--- config.mk ---
export PLATFORM = sky130hd
export DESIGN_NAME = column_pack_sequencer
export DESIGN_NICKNAME = d
export VERILOG_FILES = /design/src/rtl/column_pack_sequencer.sv
export SDC_FILE = /design/constraint.sdc
export NUM_CORES = 1
export LEC_CHECK = 0
export ABC_AREA = 0
export CAP_MARGIN = 20
export CORE_UTILIZATION = 30
export CTS_CLUSTER_SIZE = 40
export DETAILED_ROUTE_END_ITERATION = 10
export GPL_TIMING_DRIVEN = 1
export PLACE_DENSITY = 0.53
export SYNTH_ARGS = -nofsm -noshare
export SYNTH_HDL_FRONTEND = slang
export SYNTH_SLANG_ARGS = --single-unit
--- constraint.sdc ---
create_clock -name clk -period 2.82 [get_ports clk]
set_clock_uncertainty 0.15 [all_clocks]
set_input_delay 0.423 -clock clk [delete_from_list [all_inputs] [get_ports clk]]
set_output_delay 0.423 -clock clk [all_outputs]
set_load 0.02 [all_outputs]
--- src/rtl/column_pack_sequencer.sv ---
// Packs a stream of narrow column elements into wide words.
// Column 0 sits in the LSBs; flush closes a partial word with zero padding.
module column_pack_sequencer #(
    parameter int BIT_WIDTH = 4,
    parameter int COLS      = 8
) (
    input  logic                            clk,
    input  logic                            rst,
    input  logic [BIT_WIDTH-1:0]            in_data,
    input  logic                            in_valid,
    output logic                            in_ready,
    input  logic                            flush,
    output logic [COLS*BIT_WIDTH-1:0]       out_data,
    output logic [$clog2(COLS+1)-1:0]       out_count,
    output logic                            out_valid,
    input  logic                            out_ready
);

    localparam int CW = $clog2(COLS);
    localparam int NW = $clog2(COLS + 1);
    localparam int DW = COLS * BIT_WIDTH;

    typedef enum logic {
        FILL = 1'b0,
        HOLD = 1'b1
    } state_t;

    state_t          state_q, state_d;
    logic [CW-1:0]   col_q, col_d;
    logic [DW-1:0]   data_q, data_d;
    logic [NW-1:0]   count_q, count_d;

    logic            in_xfer;
    logic            out_xfer;
    logic            last_col;
    logic            close_in;
    logic            step_in;
    logic            close_flush;
    logic [DW-1:0]   written;
    logic [NW-1:0]   fill_cnt;

    // Keep only the first n columns, force the rest to zero.
    function automatic logic [DW-1:0] keep_cols(
        input logic [DW-1:0] d,
        input logic [NW-1:0] n
    );
        logic [DW-1:0] r;
        r = '0;
        for (int c = 0; c < COLS; c++) begin
            if (c < int'(n)) begin
                r[c*BIT_WIDTH +: BIT_WIDTH] = d[c*BIT_WIDTH +: BIT_WIDTH];
            end
        end
        return r;
    endfunction

    // Handshake decodes come straight from registered state.
    assign in_ready  = (state_q == FILL);
    assign out_valid = (state_q == HOLD);
    assign out_data  = data_q;
    assign out_count = count_q;

    assign in_xfer  = in_valid && (state_q == FILL);
    assign out_xfer = out_ready && (state_q == HOLD);
    assign last_col = (col_q == CW'(COLS - 1));
    assign fill_cnt = NW'(col_q) + NW'(1);

    // Current word with the incoming element merged at col_q.
    always_comb begin
        written = data_q;
        for (int c = 0; c < COLS; c++) begin
            if (col_q == CW'(c)) begin
                written[c*BIT_WIDTH +: BIT_WIDTH] = in_data;
            end
        end
    end

    // FILL-state event decode; the three cases are mutually exclusive.
    always_comb begin
        close_in    = in_xfer && (last_col || flush);
        step_in     = in_xfer && !last_col && !flush;
        close_flush = (state_q == FILL) && !in_valid && flush
                      && (col_q != '0);
    end

    // Next-state logic: collect, close, present, release.
    always_comb begin
        state_d = state_q;
        col_d   = col_q;
        data_d  = data_q;
        count_d = count_q;
        unique case (1'b1)
            close_in: begin
                state_d = HOLD;
                col_d   = '0;
                count_d = fill_cnt;
                data_d  = keep_cols(written, fill_cnt);
            end
            step_in: begin
                col_d  = col_q + CW'(1);
                data_d = written;
            end
            close_flush: begin
                state_d = HOLD;
                col_d   = '0;
                count_d = NW'(col_q);
                data_d  = keep_cols(data_q, NW'(col_q));
            end
            out_xfer: begin
                state_d = FILL;
                data_d  = '0;
                count_d = '0;
            end
            default: begin
            end
        endcase
    end

    // State register with synchronous reset discarding any word.
    always_ff @(posedge clk) begin
        if (rst) begin
            state_q <= FILL;
            col_q   <= '0;
            data_q  <= '0;
            count_q <= '0;
        end else begin
            state_q <= state_d;
            col_q   <= col_d;
            data_q  <= data_d;
            count_q <= count_d;
        end
    end

endmodule

* Word level (Yosys, flattened, before mapping)
Cells that the tools add are included.
Operators by class: eq/ne operators 14, bitwise logic cells 1, magnitude comparators 15, add/subtract/negate cells 2, reduce and logical (&&, ||, !) cells 26, multiplexer cells 27
Operators by type and width (number):
- $pmux W32 S4 | 1
- $mux W4 | 23
- $lt A3 B4 Y1 const A | 4
- $ne A2 B2 Y1 const B | 7
- $reduce_and A2 Y1 | 7
- $eq A3 B3 Y1 const B | 4
- $pmux W4 S3 | 1
- $lt A3 B3 Y1 const A | 3
- $logic_and A1 B1 Y1 | 8
- $lt A1 B4 Y1 const A | 2
- $lt A2 B4 Y1 const A | 2
- $eq A3 B2 Y1 const B | 2
- $lt A1 B3 Y1 const A | 2
- $lt A2 B3 Y1 const A | 2
- $pmux W3 S2 | 1
- $reduce_bool A3 Y1 | 2
- $add A3 B1 Y4 const B | 1
- $reduce_bool A2 Y1 | 2
- $reduce_bool A4 Y1 | 1
- $add A3 B1 Y3 const B | 1
- $eq A3 B1 Y1 const B | 1
- $logic_not A1 Y1 | 3
- $logic_not A3 Y1 | 1
- $pmux W1 S2 | 1
- 3 further kinds | 3
Word-level totals: output and inout bits 38, bits in registers 40

* Logic depth before layout (Yosys ltp)
Gate-level depths: netlist (run 1).
depth in word-level cells 6, gate-level depth with buffers 9, depth with buffers taken out 7

* Worst setup path before layout (run 1)
Ideal clock, no wire load.
path type reg-to-reg, start reg col_q[1], end reg data_q[12], in the netlist out_data[12], path slack 696 ps, period minus slack after synthesis 2124 ps, cell stages (with the launch flop) 10, arrival time 1859 ps, cell sequence dfxtp_1 > buf_2 > inv_1 > ha_1 > nand2b_1 > a211o_1 > and3_1 > clkbuf_1 > mux2i_1 > nor2_1
Between the ends: word-level cells in the longest chain between the ends 6, elaborated cells on any way between the ends 18, classes of those cells 1 x add/sub; 2 x order compare; 3 x eq/ne; 3 x mux; 9 x reduce/logical
Ends and longest elaborated chain:
- start, declared | line 29 | logic [CW-1:0] col_q, col_d;
- start signal, assigned | line 128 | col_q <= col_d;
- branches (longest 6 deep; another with $add A3 B1 Y4)
- end signal, assigned | line 129 | data_q <= data_d;
- end, declared | line 30 | logic [DW-1:0] data_q, data_d;
Parallel ways; which one is timed is not known. A chain may end at the register's enable or synchronous reset.

* Final worst setup path (run 1)
start reg col_q[0], end reg data_q[6], in the netlist out_data[6]
Between the ends: word-level cells in the longest chain between the ends 6, elaborated cells on any way between the ends 18, classes of those cells 1 x add/sub; 2 x order compare; 3 x eq/ne; 3 x mux; 9 x reduce/logical
Ends and longest elaborated chain:
- branches (longest 6 deep; another with $add A3 B1 Y4)
Parallel ways; which one is timed is not known.

==> results of run 1 <==
-- state kept, by name, summed over array words and instances (netlist names) --
register   flops
col_q          3
out_count      4
out_data      32
out_valid      1
-- area by class of cell --
| class | instances | area, sq um |
|---|---|---|
| inverter | 8 | 30.0 |
| fill | 654 | 3730 |
| clock buffer | 7 | 86.3 |
| clock inverter | 1 | 7.51 |
| tap | 77 | 96.3 |
| sequential | 40 | 801 |
| timing repair buffer | 61 | 573 |
| multi-input combinational | 160 | 1100 |
-- worst reg2reg max path, stage by stage, from the launching register on --
cell                       delay [ns]
sky130_fd_sc_hd__dfxtp_1         0.39
sky130_fd_sc_hd__ha_1            0.26
sky130_fd_sc_hd__ha_1            0.31
sky130_fd_sc_hd__or4b_4          0.63
sky130_fd_sc_hd__nor2_4          0.13
sky130_fd_sc_hd__a211oi_1        0.06
sky130_fd_sc_hd__a21oi_2         0.23
sky130_fd_sc_hd__a22o_1          0.15
-- power groups by stage --
stage	Clock, mW	Sequential (mW)	Combinational [mW]
floorplan	0	0.608	0.112
global placement	0	0.601	0.194
detailed placement	0	0.600	0.194
CTS	0.413	0.587	0.195
global route	0.442	0.589	0.211
finish	0.401	0.587	0.194
-- cell usage in the layout, fill, tap and decap left out, drive strengths merged, types with 8 or more instances in the layout --
cell type	instances
a22o	11
nor2b	8
nor2	23
a21oi	12
clkdlybuf4s50	46
nor3	8
dfxtp	40
mux2i	13
nand3	8
inv	8
nand2	10
buf	15
-- through the flow --
step	instances	power (mW)	hold slack, ns	util	worst slack [ns]
6_report	354	1.18	0.314	0.419	0.456
5_1_grt	354	1.24	0.332	0.419	0.349
4_1_cts	354	1.19	0.319	0.419	0.470
3_5_place_dp	346	0.794	0.307	0.404	0.188
3_3_place_gp	346	0.795	0.303	0.404	0.169
2_1_floorplan	225	0.720	0.383	-	0.696
-- path summary, 6_finish.rpt --
kind / cells past startpoint / endpoint / startpoint / slack (ns)
max: 7 / out_data[6]$_SDFFE_PP0P_ / col_q[0]$_SDFFE_PP0P_ / 0.46
min: 2 / out_data[20]$_SDFFE_PP0P_ / out_data[20]$_SDFFE_PP0P_ / 0.31
max reg2reg: 7 / out_data[6]$_SDFFE_PP0P_ / col_q[0]$_SDFFE_PP0P_ / 0.46
min reg2reg: 2 / out_data[20]$_SDFFE_PP0P_ / out_data[20]$_SDFFE_PP0P_ / 0.31
-- cells by family (layout without fill, tap and decap cells) --
group | after synthesis | after routing | share of synthesized area
and+or+nand+nor | 82 | 82 | 0.222
muxes | 13 | 13 | 0.0642
AOI/OAI and AO/OA | 60 | 60 | 0.225
buffers and inverters | 25 | 77 | 0.0630
adders and majority gates | 5 | 5 | 0.0309
DFF | 40 | 40 | 0.395
-- metal layers --
layer,global-route usage,up-vias,part of all wire
met2,0.242,67,0.44
met4,0.0611,0,0.018
li1,-,922,-
met1,0.220,850,0.48
met5,0,-,0
met3,0.0344,7,0.060
==> metrics.txt, run 1 <==
# TYPE chip_impl_metric gauge
chip_impl_metric{name="ioPinCount",unit=""} 47
chip_impl_metric{name="placed_area",unit="sq um"} 2600
chip_impl_metric{name="intPower",unit="mW"} 0.858
chip_impl_metric{name="starting_density_of_the_core",unit=""} 0.315
chip_impl_metric{name="synth.lib_cells_used.distinct",unit=""} 47
chip_impl_metric{name="fin_nets",unit=""} 290
chip_impl_metric{name="dp_hpwl",unit="um"} 3990
chip_impl_info{name="critPathMostFrequentCell",value="sky130_fd_sc_hd__ha_1"} 1
chip_impl_info{name="critPathSlowestCell",value="sky130_fd_sc_hd__or4b_4"} 1
chip_impl_metric{name="report.final.hold_viol_count",unit=""} 0
chip_impl_metric{name="wl_per_cell",unit="um"} 15.2
chip_impl_metric{name="fin_tns_setup",unit="ns"} 0
chip_impl_metric{name="power_density",unit="nW/um^2"} 439
chip_impl_metric{name="synth.net_count",unit=""} 239
chip_impl_info{name="crit_type",value="register to register"} 1
chip_impl_metric{name="row_count",unit=""} 29
chip_impl_info{name="critical_path_source_type",value="register"} 1
chip_impl_metric{name="place.gp.congestion",unit=""} 0.855
chip_impl_info{name="run_status",value="complete, but fails checks"} 1
chip_impl_metric{name="globalRouteTotalUtil",unit=""} 0.159
chip_impl_metric{name="async_flop_share",unit=""} 0
chip_impl_info{name="failed_checks",value="design-rule violations"} 1
chip_impl_metric{name="syn_area_per_cell",unit="sq um"} 9.00
chip_impl_metric{name="cts_buffers",unit=""} 5
chip_impl_info{name="post-synth-top-count-cell",value="sky130_fd_sc_hd__dfxtp_1"} 1
chip_impl_metric{name="switching_share",unit=""} 0.274
chip_impl_info{name="worst_hold_path_type",value="register to register"} 1
chip_impl_metric{name="clock_path_buffers",unit=""} 2
chip_impl_metric{name="die_x",unit="um"} 84.2
chip_impl_metric{name="maxClockFrequency",unit="MHz"} 423
chip_impl_metric{name="port_buffers",unit=""} 46
chip_impl_info{name="cts-root-buf",value="sky130_fd_sc_hd__clkbuf_8"} 1
chip_impl_metric{name="switching_power",unit="mW"} 0.324
chip_impl_metric{name="vdd_drop_max",unit="V"} 0.000163
chip_impl_metric{name="cts.sinks",unit=""} 40
chip_impl_metric{name="count_of_flip_flops_with_a_built_in_enable_after_synthesis",unit=""} 0
chip_impl_metric{name="finalSetupViolations",unit=""} 0
chip_impl_metric{name="maximum_capacitance_violations",unit=""} 0
chip_impl_metric{name="final_cell_area",unit="sq um"} 2690
chip_impl_metric{name="finalCritPeriodShare",unit=""} 0.838
chip_impl_metric{name="yosys.area.top_type_share",unit=""} 0.395
chip_impl_info{name="rsz0062_at_grt",value="false"} 1
chip_impl_metric{name="synth_warnings",unit=""} 0
chip_impl_metric{name="stage_delay_of_the_slowest_cell_on_the_critical_path",unit="ns"} 0.63
chip_impl_metric{name="post_route_cells_drive_above_1_share",unit=""} 0.112
chip_impl_metric{name="hold_buffers",unit=""} 0
chip_impl_metric{name="htreeDepth",unit=""} 2
chip_impl_metric{name="worst_slew_pin_slew",unit="ns"} 0.485
chip_impl_metric{name="clk_pin_slew",unit="ns"} 0.08
chip_impl_metric{name="drt_first_pass_iters",unit=""} 7
chip_impl_metric{name="comb_power_share",unit=""} 0.164
chip_impl_info{name="dominantRegCellSynth",value="sky130_fd_sc_hd__dfxtp_1"} 1
chip_impl_info{name="cts_tree",value="done"} 1
chip_impl_metric{name="leakage",unit="nW"} 0.970
chip_impl_metric{name="critical_path_required",unit="ns"} 2.91
chip_impl_metric{name="vias",unit=""} 1846
chip_impl_info{name="worstPathCellList",value="ha_1 -> ha_1 -> or4b_4 -> nor2_4 -> a211oi_1 -> a21oi_2 -> a22o_1"} 1
chip_impl_metric{name="grt_pass1_wl",unit="um"} 8860
chip_impl_metric{name="max_slew_margin",unit=""} 0.672
chip_impl_metric{name="layout-area-overhead-vs-synth",unit="%"} 32.9
chip_impl_metric{name="slew_violations",unit=""} 0
chip_impl_metric{name="post_cts_resized",unit=""} 0
chip_impl_info{name="yosys.area.top_type",value="sky130_fd_sc_hd__dfxtp_1"} 1
chip_impl_metric{name="clkLatencyLatePin",unit="ns"} 0.29
chip_impl_metric{name="drtAntennaViolNets",unit=""} 0
chip_impl_info{name="yosys-top-cells-area",value="sky130_fd_sc_hd__dfxtp_1 (40%), sky130_fd_sc_hd__mux2i_1 (6.4%), sky130_fd_sc_hd__a22o_1 (4.8%), sky130_fd_sc_hd__nor2_1 (4.1%), sky130_fd_sc_hd__ha_1 (3.1%)"} 1
chip_impl_metric{name="first_global_vias",unit=""} 1714
chip_impl_info{name="synth.top_cells.by_count",value="sky130_fd_sc_hd__dfxtp_1 (40), sky130_fd_sc_hd__nor2_1 (22), sky130_fd_sc_hd__mux2i_1 (13)"} 1
chip_impl_info{name="crit_family",value="simple AND/OR/NAND/NOR gates"} 1
chip_impl_metric{name="grt.overflow.total",unit=""} 0
chip_impl_info{name="critical_path.endpoint_type",value="register"} 1
chip_impl_metric{name="core_region_area",unit="sq um"} 6420
chip_impl_metric{name="sequential_cell_area_fraction_in_the_yosys_report",unit=""} 0.395
chip_impl_metric{name="pwr-share-clk",unit=""} 0.339
chip_impl_metric{name="p_seq_frac",unit=""} 0.496
chip_impl_metric{name="drt_wl_total",unit="um"} 5390
chip_impl_metric{name="die_area",unit="sq um"} 7080
chip_impl_metric{name="fp.dieH",unit="um"} 84.2
chip_impl_metric{name="diodes",unit=""} 0
chip_impl_metric{name="detail_route.iter0.violations",unit=""} 140
chip_impl_metric{name="synth.cell_area",unit="sq um"} 2030
chip_impl_metric{name="via_per_inst",unit=""} 5.21
chip_impl_metric{name="grt_antenna_before_repair",unit=""} 0
chip_impl_metric{name="crit_path_max_fanout",unit=""} 9
chip_impl_metric{name="critical_path_buf_inv_count",unit=""} 0
chip_impl_metric{name="synth-seq-cells",unit=""} 40
chip_impl_metric{name="worst_ep_arrival_time",unit="ns"} 2.46
chip_impl_metric{name="maximum_number_of_pins_on_one_net_before_global_route_repair",unit=""} 16
chip_impl_metric{name="remaining_drc_errors",unit=""} 8
chip_impl_metric{name="min_period",unit="ns"} 2.36
chip_impl_metric{name="synthesis.instances",unit=""} 225
chip_impl_metric{name="post_cts_buffers",unit=""} 0
Power figures use the tool's default switching activity.
==> run 2, diff against run 1 <==
- clock period: 2.82 -> 2.24 ns (I/O delays scaled with it)
==> metrics.txt, run 2 (synthesis gave the netlist of run 1 again) <==
# TYPE chip_impl_metric gauge
chip_impl_metric{name="max_reg_flops",unit=""} 32
chip_impl_info{name="critical_path_source_type",value="register"} 1
chip_impl_metric{name="layout-area-overhead-vs-synth",unit="%"} 41.3
chip_impl_metric{name="pwr-share-clk",unit=""} 0.315
chip_impl_metric{name="grt_pass1_wl",unit="um"} 9260
chip_impl_metric{name="clk_pin_slew",unit="ns"} 0.08
chip_impl_metric{name="drt_wl_total",unit="um"} 5690
chip_impl_metric{name="drtAntennaViolNets",unit=""} 0
chip_impl_metric{name="crit_path_max_fanout",unit=""} 7
chip_impl_metric{name="leakage",unit="nW"} 1.08
chip_impl_metric{name="switching_power",unit="mW"} 0.416
chip_impl_metric{name="via_per_inst",unit=""} 5.10
chip_impl_metric{name="fin_util",unit=""} 0.446
chip_impl_metric{name="ioPinCount",unit=""} 47
chip_impl_metric{name="post_cts_buffers",unit=""} 0
chip_impl_info{name="cts_tree",value="done"} 1
chip_impl_metric{name="cts_buffers",unit=""} 5
chip_impl_info{name="run_status",value="complete, but fails checks"} 1
chip_impl_metric{name="maxClockFrequency",unit="MHz"} 469
chip_impl_metric{name="cts.sinks",unit=""} 40
chip_impl_metric{name="intPower",unit="mW"} 1.07
chip_impl_info{name="crit_type",value="register to register"} 1
chip_impl_metric{name="remaining_drc_errors",unit=""} 8
chip_impl_metric{name="n_fill_cell",unit=""} 655
chip_impl_metric{name="worst_ep_arrival_time",unit="ns"} 2.22
chip_impl_metric{name="port_buffers",unit=""} 46
chip_impl_metric{name="globalRouteTotalUtil",unit=""} 0.168
chip_impl_metric{name="min_period",unit="ns"} 2.13
chip_impl_metric{name="vias",unit=""} 1922
chip_impl_metric{name="rrSetupSlack",unit="ns"} 0.11
chip_impl_metric{name="fp.dieH",unit="um"} 84.2
chip_impl_metric{name="diodes",unit=""} 0
chip_impl_metric{name="grt.overflow.total",unit=""} 0
chip_impl_metric{name="finalSetupViolations",unit=""} 0
chip_impl_metric{name="die_area",unit="sq um"} 7080
chip_impl_info{name="failed_checks",value="design-rule violations"} 1
chip_impl_metric{name="post_route_cells_drive_above_1_share",unit=""} 0.190
chip_impl_info{name="cts-root-buf",value="sky130_fd_sc_hd__clkbuf_8"} 1
chip_impl_metric{name="power_density",unit="nW/um^2"} 519
chip_impl_metric{name="p_seq_frac",unit=""} 0.497
chip_impl_metric{name="fin_nets",unit=""} 314
chip_impl_metric{name="clock_path_buffers",unit=""} 2
chip_impl_metric{name="worst_slew_pin_slew",unit="ns"} 0.458
chip_impl_metric{name="die_x",unit="um"} 84.2
chip_impl_metric{name="slew_violations",unit=""} 0
chip_impl_metric{name="detail_route.iter0.violations",unit=""} 134
chip_impl_metric{name="layoutNonFillerInstCount",unit=""} 377
chip_impl_metric{name="comb_power_share",unit=""} 0.189
chip_impl_metric{name="core_region_area",unit="sq um"} 6420
chip_impl_metric{name="critical_path_required",unit="ns"} 2.33
chip_impl_metric{name="htreeDepth",unit=""} 2
chip_impl_metric{name="dp_hpwl",unit="um"} 4340
chip_impl_info{name="rsz0062_at_grt",value="false"} 1
chip_impl_metric{name="place.gp.congestion",unit=""} 0.857
chip_impl_metric{name="first_global_vias",unit=""} 1788
chip_impl_metric{name="vdd_drop_max",unit="V"} 0.000207
chip_impl_metric{name="maximum_number_of_pins_on_one_net_before_global_route_repair",unit=""} 14
chip_impl_metric{name="clkLatencyLatePin",unit="ns"} 0.29
chip_impl_metric{name="finalCritPeriodShare",unit=""} 0.951
chip_impl_metric{name="maximum_capacitance_violations",unit=""} 0
chip_impl_metric{name="max_slew_margin",unit=""} 0.691
chip_impl_metric{name="report.final.hold_viol_count",unit=""} 0
chip_impl_metric{name="starting_density_of_the_core",unit=""} 0.315
chip_impl_metric{name="wl_per_cell",unit="um"} 15.1
chip_impl_metric{name="grt_antenna_before_repair",unit=""} 0
chip_impl_info{name="layout_commonest_cell",value="sky130_fd_sc_hd__clkdlybuf4s50_1"} 1
chip_impl_metric{name="drt_first_pass_iters",unit=""} 7
chip_impl_info{name="critical_path.endpoint_type",value="register"} 1
chip_impl_metric{name="switching_share",unit=""} 0.281
chip_impl_info{name="highest_count_cells_in_the_layout_ignoring_fill_and_taps",value="sky130_fd_sc_hd__clkdlybuf4s50_1 (46), sky130_fd_sc_hd__dfxtp_1 (40), sky130_fd_sc_hd__buf_4 (39)"} 1
chip_impl_metric{name="row_count",unit=""} 29
chip_impl_metric{name="dp_cells",unit=""} 370
chip_impl_info{name="worst_hold_path_type",value="register to register"} 1
==> run 2: changes by cell type in the layout (fill, tap and decap cells not counted) <==
cell and delta:
sky130_fd_sc_hd__buf_4 +24, sky130_fd_sc_hd__and3_2 +1, sky130_fd_sc_hd__nor2b_2 +1, sky130_fd_sc_hd__clkinv_2 +1, sky130_fd_sc_hd__clkbuf_8 -1, sky130_fd_sc_hd__and3_1 -1, sky130_fd_sc_hd__nor2b_1 -1, sky130_fd_sc_hd__clkbuf_1 -1
==> run 2: path summary, 6_finish.rpt <==
| check | start | endpoint | cells past startpoint |
|---|---|---|---|
| setup / recovery | col_q[0]$_SDFFE_PP0P_ | out_data[4]$_SDFFE_PP0P_ | 7 |
| hold / removal | out_data[20]$_SDFFE_PP0P_ | out_data[20]$_SDFFE_PP0P_ | 2 |
| setup reg to reg | col_q[0]$_SDFFE_PP0P_ | out_data[4]$_SDFFE_PP0P_ | 7 |
| hold reg to reg | out_data[20]$_SDFFE_PP0P_ | out_data[20]$_SDFFE_PP0P_ | 2 |
==> run 2: final cells by class <==
type	count	area, sq um	area share
multi-input cells	160	1100	0.385
flip-flops and latches	40	801	0.280
repair buffers	85	753	0.263
well taps	77	96.3	0.0337
clock buffers	5	68.8	0.0240
inverters	8	30.0	0.0105
clock inverters	2	12.5	0.00437
==> run 2: critical path, stage by stage (launching register included) <==
cell and delay [ns]:
sky130_fd_sc_hd__dfxtp_1 0.35, sky130_fd_sc_hd__ha_1 0.22, sky130_fd_sc_hd__ha_1 0.21, sky130_fd_sc_hd__or4b_4 0.59, sky130_fd_sc_hd__nor2_4 0.13, sky130_fd_sc_hd__a211oi_1 0.06
sky130_fd_sc_hd__a21oi_2 0.20, sky130_fd_sc_hd__a22o_1 0.15
==> run 2: stage by stage <==
stage | total power [mW] | TNS (ns) | cell area [sq um] | setup slack [ns] | hold slack [ns]
final | 1.48 | 0 | 2860 | 0.109 | 0.315
after global routing | 1.55 | 0 | 2860 | 0.0119 | 0.351
after CTS | 1.50 | 0 | 2860 | 0.0889 | 0.318
after detailed placement | 1.03 | -0.579 | 2780 | -0.193 | 0.306
after global placement | 1.03 | -0.989 | 2780 | -0.278 | 0.301
after floorplan | 0.907 | 0 | 2030 | 0.116 | 0.319
==> run 2: layer usage <==
metal  global-route usage  vias to the layer above  wire (um)
li1                     -                      967          -
met1                0.225                      896       2770
met2                0.271                       53       2610
met3               0.0315                        6        235
met4               0.0564                        0         77
met5                    0                        -          0
==> run 2: timing repair <==
item	4_1_cts	5_1_grt
endpoints found under the setup margin	0	5
hold buffers	0	0
endpoints found under the hold margin	0	0
gates resized for setup	0	2
==> run 2: power groups by stage <==
| stage | Sequential (mW) | Combinational [mW] | Clock, mW |
|---|---|---|---|
| after floorplan | 0.766 | 0.141 | 0 |
| after global placement | 0.754 | 0.278 | 0 |
| after detailed placement | 0.754 | 0.279 | 0 |
| after CTS | 0.738 | 0.280 | 0.481 |
| after global routing | 0.740 | 0.302 | 0.505 |
| final | 0.738 | 0.280 | 0.467 |
